==> src/rtl/wb_pkg.sv <==
`default_nettype none
// ============================================================================
// Module      : wb_pkg
// Description : Shared constants for the MEM/WB writeback stage: datapath
//               width, writeback source selects and load funct3 encodings.
// Revision    : 1.0 - initial release
// ============================================================================
package wb_pkg;

    localparam int XLEN       = 64;
    localparam int REG_ADDR_W = 5;

    // Writeback source select
    localparam logic [1:0] WB_SEL_ALU  = 2'b00;
    localparam logic [1:0] WB_SEL_MEM  = 2'b01;
    localparam logic [1:0] WB_SEL_PC4  = 2'b10;
    localparam logic [1:0] WB_SEL_RSVD = 2'b11;

    // Load funct3 encodings
    localparam logic [2:0] LOAD_LB  = 3'b000;
    localparam logic [2:0] LOAD_LH  = 3'b001;
    localparam logic [2:0] LOAD_LW  = 3'b010;
    localparam logic [2:0] LOAD_LD  = 3'b011;
    localparam logic [2:0] LOAD_LBU = 3'b100;
    localparam logic [2:0] LOAD_LHU = 3'b101;
    localparam logic [2:0] LOAD_LWU = 3'b110;

endpackage : wb_pkg
`default_nettype wire

==> src/rtl/mem_wb_writeback_load_extend.sv <==
`default_nettype none
// ============================================================================
// Module      : load_extend
// Description : Combinational load alignment and sign/zero extension. The
//               doubleword read from memory is shifted right by the byte
//               offset (only the offset bits meaningful for the access size
//               are used) and then extended to 64 bits.
// Revision    : 1.0 - initial release
// ============================================================================
module load_extend
    import wb_pkg::*;
(
    input  logic [2:0]      funct3,
    input  logic [2:0]      byte_off,
    input  logic [XLEN-1:0] mem_data,
    output logic [XLEN-1:0] ext_data
);

    logic [5:0]      shamt;
    logic [XLEN-1:0] shifted;

    // Aligned access: drop the low offset bits that fall inside the access size
    always_comb begin
        shamt = 6'd0;
        case (funct3[1:0])
            2'b00:   shamt = {byte_off, 3'b000};
            2'b01:   shamt = {byte_off[2:1], 4'b0000};
            2'b10:   shamt = {byte_off[2], 5'b00000};
            default: shamt = 6'd0;
        endcase
    end

    assign shifted = mem_data >> shamt;

    // Extend the selected lane according to load size and signedness
    always_comb begin
        ext_data = '0;
        case (funct3)
            LOAD_LB:  ext_data = {{56{shifted[7]}},  shifted[7:0]};
            LOAD_LH:  ext_data = {{48{shifted[15]}}, shifted[15:0]};
            LOAD_LW:  ext_data = {{32{shifted[31]}}, shifted[31:0]};
            LOAD_LD:  ext_data = shifted;
            LOAD_LBU: ext_data = {56'd0, shifted[7:0]};
            LOAD_LHU: ext_data = {48'd0, shifted[15:0]};
            LOAD_LWU: ext_data = {32'd0, shifted[31:0]};
            default:  ext_data = '0;
        endcase
    end

endmodule : load_extend
`default_nettype wire

==> src/rtl/mem_wb_writeback.sv <==
`default_nettype none
// ============================================================================
// Module      : mem_wb_writeback
// Description : MEM/WB pipeline register with writeback source select. Holds
//               on stall, inserts a bubble on flush, and drives the register
//               file write port directly from stage registers.
//               Optional macro WB_INSTRET_EN adds a 64-bit retired
//               instruction counter output (instret).
// Revision    : 1.0 - initial release
// ============================================================================
module mem_wb_writeback
    import wb_pkg::*;
#(
    parameter int XLEN       = 64,
    parameter int REG_ADDR_W = 5
) (
    input  logic                  clk,
    input  logic                  reset,
    input  logic                  stall,
    input  logic                  flush,
    input  logic                  in_valid,
    input  logic [REG_ADDR_W-1:0] in_rd,
    input  logic                  in_reg_write,
    input  logic [1:0]            in_wb_sel,
    input  logic [2:0]            in_funct3,
    input  logic [2:0]            in_byte_off,
    input  logic [XLEN-1:0]       in_alu_result,
    input  logic [XLEN-1:0]       in_mem_data,
    input  logic [XLEN-1:0]       in_pc_plus4,
    output logic [REG_ADDR_W-1:0] write_reg,
    output logic [XLEN-1:0]       write_data,
    output logic                  reg_write_en,
`ifdef WB_INSTRET_EN
    output logic [63:0]           instret,
`endif
    output logic                  wb_valid
);

    logic                  valid_q;
    logic [REG_ADDR_W-1:0] rd_q;
    logic                  reg_write_q;
    logic [1:0]            wb_sel_q;
    logic [2:0]            funct3_q;
    logic [2:0]            byte_off_q;
    logic [XLEN-1:0]       alu_q;
    logic [XLEN-1:0]       mem_q;
    logic [XLEN-1:0]       pc4_q;
    logic [XLEN-1:0]       load_val;

    // Stage register: reset > flush > stall > capture
    always_ff @(posedge clk) begin
        if (reset) begin
            valid_q     <= 1'b0;
            rd_q        <= '0;
            reg_write_q <= 1'b0;
            wb_sel_q    <= 2'b00;
            funct3_q    <= 3'b000;
            byte_off_q  <= 3'b000;
            alu_q       <= '0;
            mem_q       <= '0;
            pc4_q       <= '0;
        end else if (flush) begin
            // Only the valid bit matters for a bubble; payload is left as is
            valid_q     <= 1'b0;
        end else if (!stall) begin
            valid_q     <= in_valid;
            rd_q        <= in_rd;
            reg_write_q <= in_reg_write;
            wb_sel_q    <= in_wb_sel;
            funct3_q    <= in_funct3;
            byte_off_q  <= in_byte_off;
            alu_q       <= in_alu_result;
            mem_q       <= in_mem_data;
            pc4_q       <= in_pc_plus4;
        end
    end

    load_extend u_load_extend (
        .funct3   (funct3_q),
        .byte_off (byte_off_q),
        .mem_data (mem_q),
        .ext_data (load_val)
    );

    // Writeback source select, driven from stage registers only
    always_comb begin
        write_data = '0;
        case (wb_sel_q)
            WB_SEL_ALU:  write_data = alu_q;
            WB_SEL_MEM:  write_data = load_val;
            WB_SEL_PC4:  write_data = pc4_q;
            WB_SEL_RSVD: write_data = '0;
            default:     write_data = '0;
        endcase
    end

    assign write_reg    = rd_q;
    assign wb_valid     = valid_q;
    assign reg_write_en = valid_q & reg_write_q & (rd_q != '0);

`ifdef WB_INSTRET_EN
    logic [63:0] instret_q;

    // Count the held instruction as it leaves the stage; flush does not block it
    always_ff @(posedge clk) begin
        if (reset) begin
            instret_q <= 64'd0;
        end else if (valid_q && !stall) begin
            instret_q <= instret_q + 64'd1;
        end
    end

    assign instret = instret_q;
`endif

endmodule : mem_wb_writeback
`default_nettype wire
==> config.mk <==
export PLATFORM = sky130hd
export DESIGN_NAME = mem_wb_writeback
export DESIGN_NICKNAME = d
export VERILOG_FILES = /design/src/rtl/wb_pkg.sv /design/src/rtl/mem_wb_writeback_load_extend.sv /design/src/rtl/mem_wb_writeback.sv
export SDC_FILE = /design/constraint.sdc
export NUM_CORES = 1
export LEC_CHECK = 0
export BUFFER_PORTS_ARGS = -buffer_cell sky130_fd_sc_hd__buf_4
export CAP_MARGIN = 20
export CORE_ASPECT_RATIO = 0.5
export CORE_UTILIZATION = 53
export DETAILED_ROUTE_END_ITERATION = 12
export PLACE_DENSITY = 0.91
export SLEW_MARGIN = 20
export SYNTH_ARGS = -nofsm -noshare
export SYNTH_HDL_FRONTEND = slang
export SYNTH_SLANG_ARGS = --single-unit
==> constraint.sdc <==
create_clock -name clk -period 2.9 [get_ports clk]
set_input_delay 0.29 -clock clk [delete_from_list [all_inputs] [get_ports clk]]
set_output_delay 0.29 -clock clk [all_outputs]
set_load 0.01 [all_outputs]
Yosys cells after proc, flatten, opt, wreduce, memory -nomap -nowiden
Cells that the tools add are included.
- register bits: 207
- bits of input ports: 211
- output and inout port bits: 71
- logic and storage cells: 34
- equal/unequal tests: 11
- shift operators: 1
- muxes and demuxes: 3
- bitwise logic cells: 4
- reduce and logical (&&, ||, !) cells: 6
- operators with widths (operator ; number):
    one-hot mux 64 bit (7 select lines) ; 1
    one-hot mux 64 bit (4 select lines) ; 1
    >> shifter 64 x 6 -> 64 bit ; 1
    one-hot mux 6 bit (3 select lines) ; 1
    == test 3 bit, second input constant ; 3
    == test 2 bit, second input constant ; 3
    == test 3 x 2 -> 1 bit, second input constant ; 2
    nonzero test 5 bit ; 1
    == test 2 x 1 -> 1 bit, second input constant ; 2
    zero test 2 bit ; 2
    == test 3 x 1 -> 1 bit, second input constant ; 1
    zero test 3 bit ; 1
    AND 1 bit ; 2
    NOT 1 bit ; 2
    AND reduction 2 bit ; 1
    OR reduction 2 bit ; 1

Logic depth before layout (Yosys ltp)
Gate-level depths: netlist of run 1.
- depth after elaboration: 5
- mapped depth: 8
- depth with buffers taken out: 5

Modules after synthesis
From an unflattened synthesis of run 1, not the netlist that was laid out.
- cells, all modules: 1422
- area total of the unflattened synthesis: 11964.0 um2
- modules (own cells, without submodules) (module ; instances ; cells an instance ; area each (um2) ; sequential area each (um2)):
    mem_wb_writeback ; 1 ; 1094 ; 9937.0 ; 4144.0
    load_extend ; 1 ; 328 ; 2026.9 ; 0.0

Least setup slack after synthesis of run 1
Ideal clock, no wire load.
- kind: register -> output
- start: reg byte_off_q[0]
- end: out write_data[2]
- arrival: 1863 ps
- data required time: 2610 ps
- slack: 747 ps
- stages on the path, launching flop included: 6
- path buffers: 1
- path through: dfxtp_1 -> nor3b_4 -> buf_4 -> mux4_2 -> a22oi_1 -> o21ai_0
- longest elaborated chain between the ends: 4
- RTL lines (element ; line ; text):
    start: declaration ; mem_wb_writeback.sv:44 ; logic [2:0] byte_off_q;
    start signal: assignment ; mem_wb_writeback.sv:71 ; byte_off_q <= in_byte_off;
    one-hot mux 6 bit (3 select lines) ; mem_wb_writeback_load_extend.sv:25 ; case (funct3[1:0])
    >> shifter 64 x 6 -> 64 bit ; mem_wb_writeback_load_extend.sv:33 ; assign shifted = mem_data >> shamt;
    one-hot mux 64 bit (7 select lines) ; mem_wb_writeback_load_extend.sv:38 ; case (funct3)
    one-hot mux 64 bit (4 select lines) ; mem_wb_writeback.sv:88 ; case (wb_sel_q)
    end: declaration ; mem_wb_writeback.sv:31 ; output logic [XLEN-1:0] write_data,
Every way passes these cells.

Worst setup path after layout of run 1
- start: reg byte_off_q[0]
- end: out write_data[50]
Same word-level chain as after synthesis.

==> results.py, run 1 <==
metrics = {
    "clock_tree": {
        "total_clock_sinks": 207,
        "clock_tree.htree_level_count": 1,
        "worst_skew_pair.late_latency_ns": 0.49,
        "clk_root_buffer_cell": "sky130_fd_sc_hd__clkbuf_16",
        "cts_tree": "done",
        "cts.path.max_buffers": 3,
        "number_of_clock_buffers_inserted_by_tritoncts": 19,
        "clock_input_transition_at_the_sequential_cells_of_the_worst_setup_and_hold_paths_ns": 0.07,
    },
    "die": {
        "die_x_um": 198,
        "fp.dieArea_um2": 19800,
        "starting_density": 0.548,
        "floorplan.die.height_um": 100,
        "io_pins": 282,
        "rows": 35,
        "core-area_um2": 18600,
    },
    "place": {
        "post-place-cells": 1779,
        "port-buffer-count": 281,
        "place_congestion": 1.08,
        "detailedPlacementHpwl_mm": 27.6,
    },
    "worst_setup_path": {
        "crit_arrival_ns": 2.58,
        "crit_path_cell_trace": "nor2b_4 -> mux2i_2 -> buf_4 -> o2111ai_4 -> a21oi_4 -> clkbuf_16 -> o21ai_2 -> buf_4",
        "crit_required_ns": 2.61,
        "critical-path-top-delay-family": "compound AO/OA/AOI/OAI gates",
        "worstSetupEndpointType": "output pin",
        "cell_with_the_largest_stage_delay_on_the_worst_path": "sky130_fd_sc_hd__dfxtp_4",
        "worstPathBufferInverterCount": 3,
        "crit_type": "flip-flop to output pin",
        "critical_path.startpoint_type": "flip-flop",
        "critPathMostFrequentCell": "sky130_fd_sc_hd__buf_4",
        "cp_max_fo": 14,
        "cp_slowest_stage_delay_ns": 0.40,
    },
    "route": {
        "num_vias": 10800,
        "initialDrtViolationCount": 1304,
        "firstDrtPassIters": 5,
        "totalWireLength_mm": 37.6,
        "remaining_drc_errors": 0,
        "via_density_per_instance": 5.91,
        "routed_wire_length_per_instance_um": 20.6,
        "postRouteAntennaNets": 0,
    },
    "yosys": {
        "synth_sequential_area_ratio": 0.406,
        "yosysUniqueCellTypes": 66,
        "ff_latch_count_synth": 207,
        "synth_enable_flop_cells": 0,
        "synth_fp_nets": 1533,
        "syn_inst": 1322,
        "yosysWarnings": 0,
        "yosys_most_used_dff": "sky130_fd_sc_hd__dfxtp_1",
        "async_reset_ff_frac": 0,
        "synth.cell_area_um2": 10200,
        "syn_avg_cell_area_um2": 7.71,
    },
    "timing": {
        "setup_viol": 0,
        "clock-skew-final_ns": 0,
        "report.final.hold_viol_count": 0,
        "finalCriticalPeriod_ns": 2.87,
        "slew-limit-headroom": 0.582,
        "timing_worst_slew_pin_value_ns": 0.626,
        "fin_setup_tns_ns": 0,
        "clock.fmax_ghz": 0.349,
        "final_min_period_over_clock_period": 0.989,
        "timing_max_transition_violations_final": 0,
        "hold_slack_ns": 0.0330,
    },
    "global_route": {
        "grt_pass1_wl_mm": 55.2,
        "maximum_number_of_pins_on_one_net_before_global_route_repair": 107,
        "groute.usage.overall": 0.367,
        "grt_remaining_overflow": 0,
        "grt_pass1_vias": 9960,
        "grt_antenna_before_repair": 1,
    },
    "cells_and_area": {
        "final_layout_size_suffix_gt1_frac": 0.277,
        "final_util": 0.723,
        "top_regs": "alu_q: 64 flops, mem_q: 64 flops, pc4_q: 64 flops",
        "antenna_cells": 0,
        "area_growth_pct": 31.9,
        "instances_no_fill": 1830,
        "layout.nets": 1771,
    },
    "power_and_ir_drop": {
        "vdd.ir_drop.worst_mv": 0.338,
        "cellLeakagePower_nw": 5.28,
        "power.total_w": 0.00677,
        "power.density_nw_per_um2": 503,
    },
    "run_status": {
        "outcome": "finished clean",
    },
    "run": {
        "cap_viol_max_count": 0,
    },
    "hold_path": {
        "worst_hold_path_type": "primary input to flip-flop",
    },
}
==> report_power, final <==
| part | internal [W] | total (W) | switching, W |
|---|---|---|---|
| sequential | 0.00297 | 0.00311 | 0.000135 |
| combinational | 0.000550 | 0.00116 | 0.000612 |
| clock | 0.00140 | 0.00250 | 0.00111 |
==> cell usage after synthesis (2+ instances only) <==
cell	number	area, um2
sky130_fd_sc_hd__nand2_1	436	1640
sky130_fd_sc_hd__a21oi_1	241	1210
sky130_fd_sc_hd__dfxtp_1	207	4140
sky130_fd_sc_hd__clkbuf_1	79	297
sky130_fd_sc_hd__mux2i_1	79	791
sky130_fd_sc_hd__nor2_1	53	199
sky130_fd_sc_hd__o21ai_1	23	115
sky130_fd_sc_hd__mux4_2	16	360
sky130_fd_sc_hd__a41oi_1	15	131
sky130_fd_sc_hd__buf_2	14	70.1
sky130_fd_sc_hd__o21ai_0	13	65.1
sky130_fd_sc_hd__o21ai_2	11	96.3
sky130_fd_sc_hd__nand3_1	10	50.1
sky130_fd_sc_hd__buf_1	9	33.8
sky130_fd_sc_hd__o22ai_1	8	50.1
sky130_fd_sc_hd__nor2b_1	7	43.8
sky130_fd_sc_hd__a22oi_1	6	45.0
sky130_fd_sc_hd__buf_4	6	45.0
sky130_fd_sc_hd__nand2b_1	6	37.5
sky130_fd_sc_hd__nand4_1	6	37.5
sky130_fd_sc_hd__o221ai_1	6	52.6
sky130_fd_sc_hd__nor3_1	5	25.0
sky130_fd_sc_hd__o211ai_2	5	62.6
sky130_fd_sc_hd__o21a_1	5	37.5
sky130_fd_sc_hd__o221ai_2	5	75.1
sky130_fd_sc_hd__a211o_1	4	35.0
sky130_fd_sc_hd__buf_6	4	45.0
sky130_fd_sc_hd__or3_1	3	18.8
sky130_fd_sc_hd__a211oi_1	2	15.0
sky130_fd_sc_hd__a31oi_1	2	12.5
==> stage by stage <==
step	area, um2	setup WS, ns
after CTS	13200	0.000724
after global placement	12500	0.282
final	13500	0.0321
after global routing	13500	-0.00734
after detailed placement	12500	0.329
after floorplan	10200	0.747
==> repair_timing <==
action,in CTS,in global routing
hold endpoints to repair,1,0
setup buffers,2,11
gates resized for setup,8,14
cloned,1,4
setup endpoints to repair,61,62
pin swaps,3,9
hold buffers,1,0
==> cells in the final DEF, fill, tap and decap left out, types with 4 or more instances in the layout <==
| cell | netlist | final |
|---|---|---|
| sky130_fd_sc_hd__a41oi_1 | 15 | 15 |
| sky130_fd_sc_hd__o211ai_2 | 5 | 5 |
| sky130_fd_sc_hd__nand4_1 | 6 | 6 |
| sky130_fd_sc_hd__o21ai_1 | 23 | 23 |
| sky130_fd_sc_hd__dfxtp_1 | 207 | 201 |
| sky130_fd_sc_hd__nor2b_1 | 7 | 5 |
| sky130_fd_sc_hd__buf_4 | 6 | 311 |
| sky130_fd_sc_hd__mux2i_1 | 79 | 78 |
| sky130_fd_sc_hd__o221ai_1 | 6 | 6 |
| sky130_fd_sc_hd__o22ai_1 | 8 | 8 |
| sky130_fd_sc_hd__clkbuf_8 | 0 | 4 |
| sky130_fd_sc_hd__o21a_1 | 5 | 5 |
| sky130_fd_sc_hd__nor3_1 | 5 | 5 |
| sky130_fd_sc_hd__clkbuf_16 | 0 | 23 |
| sky130_fd_sc_hd__nand2_1 | 436 | 436 |
| sky130_fd_sc_hd__nand3_1 | 10 | 10 |
| sky130_fd_sc_hd__nand2b_1 | 6 | 6 |
| sky130_fd_sc_hd__o221ai_2 | 5 | 5 |
| sky130_fd_sc_hd__o21ai_0 | 13 | 12 |
| sky130_fd_sc_hd__clkinv_2 | 0 | 4 |
| sky130_fd_sc_hd__o21ai_2 | 11 | 12 |
| sky130_fd_sc_hd__a22oi_2 | 1 | 7 |
| sky130_fd_sc_hd__a21oi_1 | 241 | 240 |
| sky130_fd_sc_hd__mux4_2 | 16 | 16 |
| sky130_fd_sc_hd__dfxtp_4 | 0 | 4 |
| sky130_fd_sc_hd__nor2_1 | 53 | 50 |
| sky130_fd_sc_hd__a211o_1 | 4 | 4 |
| sky130_fd_sc_hd__buf_12 | 0 | 11 |
==> tightest hold or removal path, delay by kind of cell <==
kind	cells	cell delay (ns)
compound gates	1	0.05
simple gates	1	0.04
buf+inv	1	0.11
==> kinds of logic (layout without fill, tap and decap cells) <==
group	count (synthesis)	after routing	share of synthesized area
AOI/OAI and AO/OA	364	365	0.216
buffers and inverters	115	363	0.0493
and+or+nand+nor	540	540	0.215
DFF	207	207	0.406
muxes	96	96	0.114
==> worst paths after layout <==
check                                           startpoint                        to  slack, ns  depth (start not counted)
worst max-delay path            byte_off_q[0]$_SDFFE_PP0P_            write_data[50]       0.03                          8
worst min-delay path                     in_alu_result[20]    alu_q[20]$_SDFFE_PP0P_       0.03                          3
worst max register to register    funct3_q[1]$_SDFFE_PP0P_  funct3_q[1]$_SDFFE_PP0P_       1.80                          4
worst min register to register      alu_q[13]$_SDFFE_PP0P_    alu_q[13]$_SDFFE_PP0P_       0.45                          2
==> layer usage <==
metal  vias to the layer above  track usage  wire, um
met5                         -            0         0
met4                         0        0.120      1350
met3                       109        0.107      4090
met2                       596        0.551     16300
met1                      5070        0.505     16000
li1                       5034            -         -
==> final cells by class <==
class,instances,area [um2]
clock inverter,8,73.8
inverter,2,7.51
fill,1459,5150
tap,259,324
clock buffer,24,534
timing repair buffer,329,2690
sequential,207,4160
multi-input combinational,1001,5670
No activity file was read; power rests on OpenSTA's default activity.
==> run 2: changes to the inputs <==
--- a/config.mk
+++ b/config.mk
@@ -7,10 +7,10 @@
 export LEC_CHECK = 0
 export BUFFER_PORTS_ARGS = -buffer_cell sky130_fd_sc_hd__buf_4
 export CAP_MARGIN = 20
-export CORE_ASPECT_RATIO = 0.5
+export CORE_ASPECT_RATIO = 0.7
 export CORE_UTILIZATION = 53
 export DETAILED_ROUTE_END_ITERATION = 12
-export PLACE_DENSITY = 0.91
+export PLACE_DENSITY_LB_ADDON = 0.3
 export SLEW_MARGIN = 20
 export SYNTH_ARGS = -nofsm -noshare
 export SYNTH_HDL_FRONTEND = slang
==> run 2 against run 1 <==
Compared with the run above:
- the run now ends with setup timing left
- clock power grew 12%
- via count grew 0.28%
- global-route usage shrank 0.37 points
- critical path type unchanged
- largest cell class unchanged
==> results.py, run 2 (synthesis results as in run 1) <==
metrics = {
    "worst_setup_path": {
        "cp_max_fo": 8,
        "crit_required_ns": 2.61,
        "crit-reg2reg-capture": "funct3_q[0]$_SDFFE_PP0P_",
        "critPathMostFrequentCell": "sky130_fd_sc_hd__buf_4",
        "crit_type": "flip-flop to output pin",
        "crit_path_cell_trace": "buf_6 -> nor2b_4 -> mux2i_2 -> buf_4 -> o2111ai_4 -> a21oi_4 -> buf_12 -> clkbuf_16 -> o21ai_1 -> buf_4",
        "critical_path.startpoint_type": "flip-flop",
        "cell_with_the_largest_stage_delay_on_the_worst_path": "sky130_fd_sc_hd__dfxtp_4",
        "cp_slowest_stage_delay_ns": 0.38,
        "critical_path_cell_count": 10,
        "r2r_start": "funct3_q[0]$_SDFFE_PP0P_",
        "r2r_slack_ns": 1.52,
        "worstPathBufferInverterCount": 5,
        "worstRegToRegCells": 4,
        "crit_arrival_ns": 2.62,
        "worstSetupEndpointType": "output pin",
        "critical-path-top-delay-family": "buffers and inverters",
    },
    "timing": {
        "clock-skew-final_ns": 0,
        "fin_setup_tns_ns": -0.0799,
        "hold_slack_ns": 0.0202,
        "timing_worst_slew_pin_value_ns": 0.850,
        "slew-limit-headroom": 0.434,
        "setup_slack_ns": -0.0136,
        "grt_setup_unrepaired": "yes",
        "timing_max_transition_violations_final": 0,
        "final_min_period_over_clock_period": 1.00,
        "clock.fmax_ghz": 0.343,
        "finalCriticalPeriod_ns": 2.91,
        "setup_viol": 11,
        "report.final.hold_viol_count": 0,
    },
    "cells_and_area": {
        "final_layout_size_suffix_gt1_frac": 0.292,
        "layout.area.seq_um2": 4160,
        "layout.nets": 1785,
        "final_common_cell": "sky130_fd_sc_hd__nand2_1",
        "top_regs": "alu_q: 64 flops, mem_q: 64 flops, pc4_q: 64 flops",
        "fillerInstances": 1536,
        "antenna_cells": 0,
        "multi_input_area_um2": 5750,
        "area_growth_pct": 34.7,
        "layout_common_cells": "436 x sky130_fd_sc_hd__nand2_1, 319 x sky130_fd_sc_hd__buf_4, 241 x sky130_fd_sc_hd__a21oi_1",
    },
    "clock_tree": {
        "cts.path.max_buffers": 3,
        "cts_tree": "done",
        "clock_tree.htree_level_count": 1,
        "number_of_clock_buffers_inserted_by_tritoncts": 22,
        "clk_root_buffer_cell": "sky130_fd_sc_hd__clkbuf_16",
        "clock_input_transition_at_the_sequential_cells_of_the_worst_setup_and_hold_paths_ns": 0.07,
        "worst_skew_pair.late_latency_ns": 0.51,
        "total_clock_sinks": 207,
    },
    "global_route": {
        "grt_pass1_vias": 9737,
        "busiest_layer": "met2",
        "groute.usage.overall": 0.363,
        "grt_antenna_before_repair": 1,
        "maximum_number_of_pins_on_one_net_before_global_route_repair": 192,
        "grt_pass1_wl_mm": 55.4,
        "grt_util_met2": 0.535,
        "gr-usage-met3": 0.0931,
        "gr-usage-met1": 0.507,
        "grt_remaining_overflow": 0,
    },
    "die": {
        "fp.dieArea_um2": 19800,
        "die_x_um": 168,
        "floorplan.die.height_um": 118,
        "io_pins": 282,
        "rows": 42,
        "starting_density": 0.541,
        "core-area_um2": 18900,
    },
    "route": {
        "firstDrtPassIters": 6,
        "totalWireLength_mm": 37.9,
        "via_density_per_instance": 5.92,
        "num_vias": 10800,
        "remaining_drc_errors": 0,
        "initialDrtViolationCount": 1287,
        "postRouteAntennaNets": 0,
        "routed_wire_length_per_instance_um": 20.7,
    },
    "place": {
        "detailedPlacementHpwl_mm": 26.6,
        "port-buffer-count": 281,
        "place_congestion": 1.02,
    },
    "hold_path": {
        "worstHoldPathCells": 3,
        "worst_hold_path_type": "primary input to flip-flop",
        "worst_hold_startpoint": "in_pc_plus4[14]",
        "worst_hold_path.endpoint": "pc4_q[14]$_SDFFE_PP0P_",
    },
    "power_and_ir_drop": {
        "cellLeakagePower_nw": 5.45,
        "vdd.ir_drop.worst_mv": 0.382,
        "power.density_nw_per_um2": 519,
    },
    "run_status": {
        "failed_checks": "setup timing",
        "outcome": "complete, but fails checks",
    },
    "run": {
        "cap_viol_max_count": 0,
    },
}
==> run 2: area by class of cell <==
class / instances / area share
Clock buffer: 34 / 0.0500
Clock inverter: 5 / 0.00264
Inverter: 2 / 0.000547
Multi-Input combinational cell: 1000 / 0.418
Sequential cell: 207 / 0.303
Tap cell: 242 / 0.0220
Timing Repair Buffer: 341 / 0.203
==> run 2: metal layers <==
layer  routed length (um)  part of all wire
met5                    0                 0
met4                 1630             0.043
met3                 4340              0.11
met2                16400              0.43
met1                15500              0.41
==> run 2: power breakdown <==
part	total, W	switching [W]	internal [W]
clock network	0.00281	0.00118	0.00163
registers	0.00311	0.000134	0.00297
logic	0.00122	0.000638	0.000580
==> run 2: worst max path at each step <==
stage,startpoint,endpoint,slack (ns)
6_report,funct3_q[0]$_SDFFE_PP0P_,write_data[61],-0.01
5_1_grt,funct3_q[0]$_SDFFE_PP0P_,write_data[43],-0.07
4_1_cts,funct3_q[1]$_SDFFE_PP0P_,write_data[21],-0.02
3_5_place_dp,funct3_q[0]$_SDFFE_PP0P_,write_data[16],0.37
3_3_place_gp,funct3_q[0]$_SDFFE_PP0P_,write_data[16],0.35
2_1_floorplan,byte_off_q[0]$_SDFFE_PP0P_,write_data[2],0.75
==> run 2: metrics by stage <==
stage	utilization	setup slack (ns)	cells	total power (W)	area [um2]
floorplan	-	0.747	1322	0.00371	10200
global placement	0.664	0.352	1766	0.00424	12500
detailed placement	0.664	0.367	1766	0.00426	12500
CTS	0.705	-0.0159	1806	0.00702	13300
global route	0.728	-0.0667	1831	0.00735	13700
finish	0.728	-0.0136	1831	0.00713	13700
==> run 2: timing repair <==
| action | CTS | global route |
|---|---|---|
| pin swaps | 2 | 7 |
| endpoints found under the hold margin | 1 | 0 |
| buffers inserted | 0 | 20 |
| resized for setup | 8 | 37 |
| cloned | 0 | 5 |
| endpoints found under the setup margin | 58 | 56 |
| hold buffers | 1 | 0 |
==> run 2: tightest hold or removal path, stage by stage <==
cell                      delay (ns)
sky130_fd_sc_hd__buf_4          0.11
sky130_fd_sc_hd__nand2_1        0.05
sky130_fd_sc_hd__a21oi_1        0.05
